===== src/rtl/nibble_serial_adder.sv =====
// Multi-cycle WIDTH-bit adder: one 4-bit ripple_adder is reused once per slice,
// LSB slice first, with the inter-slice carry held in a register.

module ripple_adder (
    input  logic [3:0] a,
    input  logic [3:0] b,
    input  logic       cin,
    output logic [3:0] sum,
    output logic       cout
);
    logic c;

    always_comb begin
        c   = cin;
        sum = '0;
        for (int i = 0; i < 4; i++) begin
            sum[i] = a[i] ^ b[i] ^ c;
            c      = (a[i] & b[i]) | (c & (a[i] ^ b[i]));
        end
        cout = c;
    end
endmodule

module nibble_serial_adder #(
    parameter int WIDTH = 16
) (
    input  logic             clk,
    input  logic             rst_n,
    input  logic             in_valid,
    output logic             in_ready,
    input  logic [WIDTH-1:0] a,
    input  logic [WIDTH-1:0] b,
    input  logic             cin,
    output logic             out_valid,
    input  logic             out_ready,
    output logic [WIDTH-1:0] sum,
    output logic             cout
);
    localparam int SLICES = WIDTH / 4;
    localparam int IDX_W  = (SLICES > 1) ? $clog2(SLICES) : 1;
    localparam logic [IDX_W-1:0] LAST_IDX = IDX_W'(SLICES - 1);

    typedef enum logic [1:0] {IDLE, ADD, DONE} state_t;

    state_t            state_q, state_d;
    logic [WIDTH-1:0]  a_q, a_d, b_q, b_d, sum_q, sum_d;
    logic              carry_q, carry_d, cout_q, cout_d;
    logic [IDX_W-1:0]  idx_q, idx_d;

    logic [3:0]        a_slice, b_slice, rsum;
    logic              rcout;

    ripple_adder u_ripple (
        .a    (a_slice),
        .b    (b_slice),
        .cin  (carry_q),
        .sum  (rsum),
        .cout (rcout)
    );

    // Constant-index slice mux keeps every part-select in range for any WIDTH.
    always_comb begin
        a_slice = '0;
        b_slice = '0;
        for (int s = 0; s < SLICES; s++) begin
            if (idx_q == IDX_W'(s)) begin
                a_slice = a_q[4*s +: 4];
                b_slice = b_q[4*s +: 4];
            end
        end
    end

    always_comb begin
        state_d = state_q;
        a_d     = a_q;
        b_d     = b_q;
        sum_d   = sum_q;
        carry_d = carry_q;
        cout_d  = cout_q;
        idx_d   = idx_q;
        case (state_q)
            IDLE: begin
                if (in_valid) begin
                    a_d     = a;
                    b_d     = b;
                    carry_d = cin;
                    idx_d   = '0;
                    sum_d   = '0;
                    state_d = ADD;
                end
            end
            ADD: begin
                for (int s = 0; s < SLICES; s++) begin
                    if (idx_q == IDX_W'(s)) begin
                        sum_d[4*s +: 4] = rsum;
                    end
                end
                carry_d = rcout;
                if (idx_q == LAST_IDX) begin
                    cout_d  = rcout;
                    idx_d   = '0;
                    state_d = DONE;
                end else begin
                    idx_d = idx_q + IDX_W'(1);
                end
            end
            DONE: begin
                if (out_ready) begin
                    state_d = IDLE;
                end
            end
            default: state_d = IDLE;
        endcase
    end

    always_ff @(posedge clk or negedge rst_n) begin
        if (!rst_n) begin
            state_q <= IDLE;
            a_q     <= '0;
            b_q     <= '0;
            sum_q   <= '0;
            carry_q <= 1'b0;
            cout_q  <= 1'b0;
            idx_q   <= '0;
        end else begin
            state_q <= state_d;
            a_q     <= a_d;
            b_q     <= b_d;
            sum_q   <= sum_d;
            carry_q <= carry_d;
            cout_q  <= cout_d;
            idx_q   <= idx_d;
        end
    end

    assign in_ready  = (state_q == IDLE);
    assign out_valid = (state_q == DONE);
    assign sum       = sum_q;
    assign cout      = cout_q;
endmodule

===== config.mk =====
export PLATFORM = sky130hd
export DESIGN_NAME = nibble_serial_adder
export DESIGN_NICKNAME = d
export VERILOG_FILES = /design/src/rtl/nibble_serial_adder.sv
export SDC_FILE = /design/constraint.sdc
export NUM_CORES = 1
export LEC_CHECK = 0
export CORE_MARGIN = 1
export CORE_UTILIZATION = 45
export DETAILED_ROUTE_END_ITERATION = 7
export GPL_ROUTABILITY_DRIVEN = 0
export PLACE_DENSITY = 0.75
export SYNTH_ARGS = -nofsm -noshare
export SYNTH_HDL_FRONTEND = slang
export SYNTH_HIERARCHICAL = 1
export SYNTH_SLANG_ARGS = --single-unit

===== constraint.sdc =====
create_clock -name clk -period 3.2 [get_ports clk]
set_clock_uncertainty 0.2 [all_clocks]
set_input_delay 0.64 -clock clk [delete_from_list [all_inputs] [get_ports clk]]
set_output_delay 0.64 -clock clk [all_outputs]
set_load 0.01 [all_outputs]

==> metrics.txt, run 1 <==
worst hold path class=in2async; CTS clk-pin slew, worst paths=0.09 ns; Core Area=5680 µm²; grt ovf=0; reported max-cap violation count=0; Ys Warns=6; n_diodes=0; IO Pins=56; H-tree depth=2; Fillers=442; Critical Path End Type=register; worst skew pair latency=0.31 ns; maximum clock rate=0.317 GHz; crit start category=register; Post-Syn Area=2720 µm²; count of final max-slew check failures=0; Post-Layout Cell Count=363; Post-Syn Nets=271; # hold bufs at CTS=0; RR Startpoint=idx_q[0]; leakage=1.53 nW; Setup crit start=idx_q[0]; post-synthesis cell type count=28; FFs w/ async S/R, synth=100%; multiplexer share of the synthesized area=17.8%; Final #Nets=335; antenna viol nets, final=0; unrepaired setup endpoints after global routing=true; clk sinks=54; die area=6350 µm²; largest family of logic cells by synthesized area=multiplexers; most frequent cells in the layout=54 x clkdlybuf4s50_1, 52 x dfrtp_1, 40 x nand2_1; reg2reg path depth=14; CP Class=reg2reg; reg2reg end=sum[15]; final wirelength=6020 µm; Clock power frac=10.9%; Detailed Place HPWL=4260 µm; pin count of the biggest net entering global routing=40; Max VDD drop=537 µV; post-DR vias/cell=5.25; Critical Path Sink=sum[15]; Cells after DPL=353; vias in the first global route=2019; Rel. slew slack=50.1%; Fin. Hold Viols=0; Rows=27; DP Worst Slack=-0.110 ns; clock buffer count from CTS=5; setup TNS=0 ns; status=finished, final reports clean; Initial Utilization=47.9%; DRT iter0 DRCs=108; flop2flop setup slack=0.04 ns; Port Buffers=55; CTS root buffer=clkbuf_8; first-pass GRT wire length=9520 µm; layout cells sized above 1=27.8%; simple-gate share of the synthesized area=10.3%; Post-synth EDFFs=0; XOR/XNOR share of the synthesized area=0%; crit-path max FO=5; compound-cell area share of the yosys netlist=11.4%; Combinational Power Share=57.9%; DRT Pass-1 Iters=4; Wirelength per Cell=16.6 µm; Top FF cell, synth=dfrtp_1; Die X=79.7 µm; Post-Synth Adder-Cell Area=4.79%; Seq/Total Area, Yosys=49.7%; gr usage total=20.0%; Synth Register Bits=54; sw frac=40.9%; fin crit share=98.6%; vias=1906; initial antenna violation count=0; drt drc=0; PD cells=1150 nW/µm²; Final min period=3.16 ns; CTS tree=yes; syn avg cell area=12.0 µm²; internal power=2.42 mW; Cells after Synth=226; Die Ht=79.7 µm; Reg power frac=31.2%; total power=4.09 mW; most common cell after layout, fill and taps aside=clkdlybuf4s50_1; critical path required time=3.23 ns; critical path arrival=3.19 ns; Setup Viol. Count Final=0; CTS Buffer Depth=2; Worst-Margin Slew=0.748 ns; Syn-to-layout area delta=31.4%; PnR worst setup slack=0.0435 ns; Switching Power=1.68 mW
==> how the worst min path moves through the flow <==
stage | from | endpoint | slack, ns | cells past startpoint
floorplan | rst_n | a_q[0] | 0.14 | 0
global placement | cout | cout | 0.29 | 1
detailed placement | a_q[9] | a_q[9] | 0.29 | 1
CTS | rst_n | b_q[7] | 0.02 | 1
global route | rst_n | b_q[1] | 0.04 | 1
finish | rst_n | b_q[7] | 0.01 | 1
==> area by class of cell <==
cell class / count / area, µm² / area share (%)
Clock buffer: 7 / 76.3 / 2.14
Clock inverter: 1 / 30.0 / 0.841
Inverter: 16 / 62.6 / 1.75
Multi-Input combinational cell: 146 / 1320 / 36.8
Sequential cell: 54 / 1350 / 37.9
Tap cell: 72 / 90.1 / 2.52
Timing Repair Buffer: 67 / 643 / 18.0
==> flip-flops by register name (all words and copies together), names as in the netlist <==
signal   flops
state_q      2
a_q         16
sum         16
cout         1
carry_q      1
idx_q        2
b_q         16
==> cells by family after synthesis <==
| kind of cell | after synthesis |
|---|---|
| muxes | 33 |
| AOI/OAI and AO/OA | 45 |
| DFF | 54 |
| adders and majority gates | 8 |
| and+or+nand+nor | 60 |
| buffers and inverters | 26 |
==> stage by stage <==
step                      utilization [%]  cell area (µm²)  hold slack, ns
after floorplan                         -             2730           0.144
after global placement               58.7             3330           0.290
after detailed placement             58.7             3330           0.294
after CTS                            60.8             3450          0.0202
after global routing                 62.9             3570          0.0394
final                                62.9             3570          0.0129
==> power groups by stage <==
stage               clock [mW]  combinational, mW  sequential [mW]
finish                   0.446               2.37             1.28
global route             0.479               2.59             1.32
CTS                      0.454               2.09             1.25
detailed placement           0               2.06             1.26
global placement             0               2.00             1.25
floorplan                    0               1.50             1.19
==> worst max-delay path, stage by stage (launching register included) <==
cell	delay, ns
dfrtp_2	0.47
ha_4	0.20
inv_1	0.12
o22ai_2	0.25
a21oi_2	0.07
fa_2	0.34
inv_2	0.07
fa_2	0.20
inv_2	0.04
fa_2	0.33
inv_2	0.07
fa_1	0.42
inv_2	0.08
nand2b_4	0.06
o211ai_1	0.16
==> Yosys cell counts, types with 2 or more instances <==
library cell	count	area share (%)
mux2_2	3	1.2
buf_12	3	2.2
buf_2	2	0.37
nand2_1	40	5.5
o22ai_1	7	1.6
a21oi_1	8	1.5
nor2b_1	7	1.6
o211ai_1	16	4.4
clkbuf_1	3	0.41
mux2_4	30	17
ha_1	4	1.8
dfrtp_1	54	50
inv_1	16	2.2
buf_6	2	0.83
nand2b_1	6	1.4
a22oi_1	7	1.9
nor2_1	3	0.41
o21ai_0	2	0.37
fa_1	4	2.9
==> layer usage <==
| metal | share of wire [%] | global-route usage (%) | vias up |
|---|---|---|---|
| li1 | - | - | 905 |
| met5 | 0 | 0 | - |
| met1 | 44 | 26.4 | 936 |
| met4 | 2.1 | 8.55 | 0 |
| met2 | 50 | 32.8 | 54 |
| met3 | 4.0 | 2.86 | 11 |
==> timing repair <==
item / in CTS / in global routing
buffers inserted: 1 / 1
setup endpoints to repair: 4 / 9
gates resized for setup: 5 / 25
pin swaps: 7 / 9
gates cloned: 0 / 0
Power figures use the tool's default switching activity.
==> inputs of run 2 (changes only) <==
--- a/config.mk
+++ b/config.mk
@@ -5,11 +5,12 @@
 export SDC_FILE = /design/constraint.sdc
 export NUM_CORES = 1
 export LEC_CHECK = 0
+export ABC_AREA = 1
 export CORE_MARGIN = 1
-export CORE_UTILIZATION = 45
+export CORE_UTILIZATION = 46
 export DETAILED_ROUTE_END_ITERATION = 7
 export GPL_ROUTABILITY_DRIVEN = 0
-export PLACE_DENSITY = 0.75
+export PLACE_DENSITY = 0.77
 export SYNTH_ARGS = -nofsm -noshare
 export SYNTH_HDL_FRONTEND = slang
 export SYNTH_HIERARCHICAL = 1
==> constraint.sdc (replaced) <==
create_clock -name clk -period 2.9 [get_ports clk]
set_clock_uncertainty 0.2 [all_clocks]
set_input_delay 0.58 -clock clk [delete_from_list [all_inputs] [get_ports clk]]
set_output_delay 0.58 -clock clk [all_outputs]
set_load 0.01 [all_outputs]
==> run 2 against run 1 <==
The run now ends with negative setup slack left. Largest power group unchanged. Combinational power hardly changed. Cell count rose by 33%. Sequential power increased by 3%.
==> metrics.txt, run 2 <==
status=finished with violations; failing checks=negative setup slack; clock buffer count from CTS=5 (unchanged); DRT iter0 DRCs=118 (+9.3%); reported max-cap violation count=0 (unchanged); Critical Path End Type=register; fin crit share=109% (+10 points); Die X=77.7 µm (-2.5%); Cells after Synth=344 (+52%); grt ovf=0 (unchanged); gr usage total=21.7% (+1.7 points); Rows=27 (unchanged); Post-synth EDFFs=0 (unchanged); Combinational Power Share=56.5% (-1.4 points); CTS clk-pin slew, worst paths=0.09 ns (about the same); critical path required time=2.95 ns (-0.28 ns); critical path's top delay family=adder cells; Ys Warns=6 (unchanged); # hold bufs at CTS=0 (unchanged); crit start category=register; Worst-Margin Slew=0.498 ns (-0.250 ns); antenna viol nets, final=0 (unchanged); Crit path buffers/inverters=7 (+2); Core Area=5510 µm² (-3.0%); Final #Nets=455 (+36%); flop2flop setup slack=-0.25 ns (-0.29 ns); post-synthesis cell type count=19 (-32%); largest cells by area after synthesis=dfrtp_1 51%, nand2_1 28%, fa_1 3.0%; Max VDD drop=556 µV (+3.5%); reg2reg path depth=19 (+5); CP Class=reg2reg; FFs w/ async S/R, synth=100% (unchanged); worst skew pair latency=0.31 ns (about the same); sw frac=44.5% (+3.5 points); H-tree depth=2 (unchanged); clk sinks=54 (unchanged); WHS=0.0590 ns (+0.0461 ns); Post-Syn Area=2640 µm² (-2.9%); most frequent cells in the layout=194 x nand2_1, 54 x dfrtp_1, 54 x clkdlybuf4s50_1; n_diodes=0 (unchanged); Final min period=3.15 ns (-0.00501 ns); Reg power frac=31.2% (about the same); Initial Utilization=47.9% (about the same); Critical Path Stages=19 (+5); unrepaired setup endpoints after global routing=true; Setup Viol. Count Final=6 (+6); Syn-to-layout area delta=34.0%; Rel. slew slack=66.7% (+17 points); Seq/Total Area, Yosys=51.2% (+1.5 points); PD cells=1200 nW/µm² (+4.4%); Clock power frac=12.3% (+1.4 points); Synth top cells by count=197 x nand2_1, 54 x dfrtp_1, 21 x inv_1; initial antenna violation count=0 (unchanged); pin count of the biggest net entering global routing=55 (+38%); crit-path max FO=4 (-1); syn avg cell area=7.67 µm² (-36%); drt drc=0 (unchanged); Port Buffers=55 (unchanged); first-pass GRT wire length=10200 µm (+7.4%); crit path cell chain=inv_2 > ha_4 > inv_6 > nor2_1 > nor2_1 > nand2_1 > nand2_2 > fa_2 > inv_2 > fa_2 > inv_2 > fa_2 > inv_2 > fa_1 > inv_1 > inv_2 > nor2_4 > nand2_1 > nand2_1; biggest area consumer among synthesized cells=dfrtp_1; PnR worst setup slack=-0.252 ns (-0.295 ns); vias in the first global route=2259 (+12%); IO Pins=56 (unchanged); most common cell after layout, fill and taps aside=nand2_1; Synth Register Bits=54 (unchanged); Fin. Hold Viols=0 (unchanged); Die Ht=77.7 µm (-2.5%); CTS root buffer=clkbuf_8; CP max-delay cell=dfrtp_1; post-DR vias/cell=4.80 (-8.5%); CP max stage delay=0.43 ns (-0.04 ns); critical path arrival=3.20 ns (about the same); placed cell areas=3320 µm² (-0.26%); Crit path top cell by count=inv_2; Detailed Place HPWL=4240 µm (-0.57%); DRT Pass-1 Iters=4 (unchanged); leakage=1.86 nW (+21%); layout cells sized above 1=14.4% (-13 points); die area=6040 µm² (-4.9%); cell with the most instances after synthesis=nand2_1; Switching Power=1.88 mW (+12%); final wirelength=6160 µm (+2.4%); Yosys top cell area share=51.2% (+1.5 points); Post-Syn Nets=389 (+44%); maximum clock rate=0.317 GHz (+0.16%); CTS Buffer Depth=2 (unchanged); count of final max-slew check failures=0 (unchanged); Top FF cell, synth=dfrtp_1; vias=2316 (+22%); worst hold path class=in2async; Wirelength per Cell=12.8 µm (-23%); post-route cell area=3530 µm² (-1.0%); internal power=2.35 mW (-2.8%); CTS tree=yes
run 2: changes by cell type after synthesis, moves of 5 or more:
| cell | before | now |
|---|---|---|
| nand2b_1 | 6 | 0 |
| o211ai_1 | 16 | 0 |
| inv_1 | 16 | 21 |
| o22ai_1 | 7 | 0 |
| nand3_1 | 0 | 6 |
| nand2_1 | 40 | 197 |
| a22oi_1 | 7 | 0 |
| nor2_1 | 3 | 18 |
| mux2_4 | 30 | 0 |
| nor2b_1 | 7 | 0 |
run 2: what timing repair did:
action	in CTS	in global routing
pin swaps	9	8
resized for setup	12	9
buffers inserted	4	0
endpoints found under the setup margin	10	10
run 2: cells by family (layout without fill, tap and decap cells):
group                    Yosys count  after routing  share of synthesized area (%)
buffers and inverters             37            103                           6.40
AND/OR/NAND/NOR                  231            231                           34.7
flip-flops                        54             54                           51.2
adder cells (fa/ha/maj)            8              8                           4.93
AO/OA/AOI/OAI                     14             14                           2.75
run 2: path summary, 6_finish.rpt:
kind                       startpoint  endpoint
setup reg to reg             idx_q[0]    sum[7]
setup / recovery             idx_q[0]    sum[7]
hold / removal                  rst_n    b_q[4]
hold reg to reg                sum[0]    sum[0]
min in group clk               sum[0]    sum[0]
max in group asynchronous       rst_n    a_q[4]
run 2: per-stage QoR:
stage          power (mW)  util [%]  std cells  setup slack [ns]  TNS [ns]
6_report             4.23      64.2        482            -0.252    -0.987
5_1_grt              4.62      64.2        482            -0.358     -2.13
4_1_cts              4.12      63.7        482            -0.222    -0.828
3_5_place_dp         3.49      60.3        471            -0.268     -1.05
3_3_place_gp         3.41      60.3        471            -0.138    -0.540
2_1_floorplan        2.79         -        344            -0.145    -0.573
run 2: area by class of cell:
class,instances,area (µm²)
Clock inverter,1,30.0
Clock buffer,6,82.6
Multi-Input combinational cell,253,1190
Tap cell,72,90.1
Fill cell,485,1970
Timing Repair Buffer,71,689
Inverter,25,98.8
Sequential cell,54,1350
run 2: worst reg2reg max path: cells and delay by family (launching register included):
kind          cells  cell delay (ns)
fa+ha+maj         5             1.47
buf+inv           7             0.46
flops             1             0.43
simple gates      7             0.55
run 2: per-layer routing:
layer,vias to the layer above,GRT usage [%],share of wire (%)
met5,-,0,0
met4,0,6.23,1.6
met3,10,3.65,3.3
met2,57,37.9,50
met1,1095,27.6,45
li1,1154,-,-
run 2: power by group through the flow:
stage               Combinational, mW  Sequential (mW)  Clock [mW]
global route                     2.71             1.36       0.555
CTS                              2.28             1.31       0.522
floorplan                        1.50             1.30           0
detailed placement               2.17             1.33           0
global placement                 2.09             1.32           0
finish                           2.39             1.32       0.522
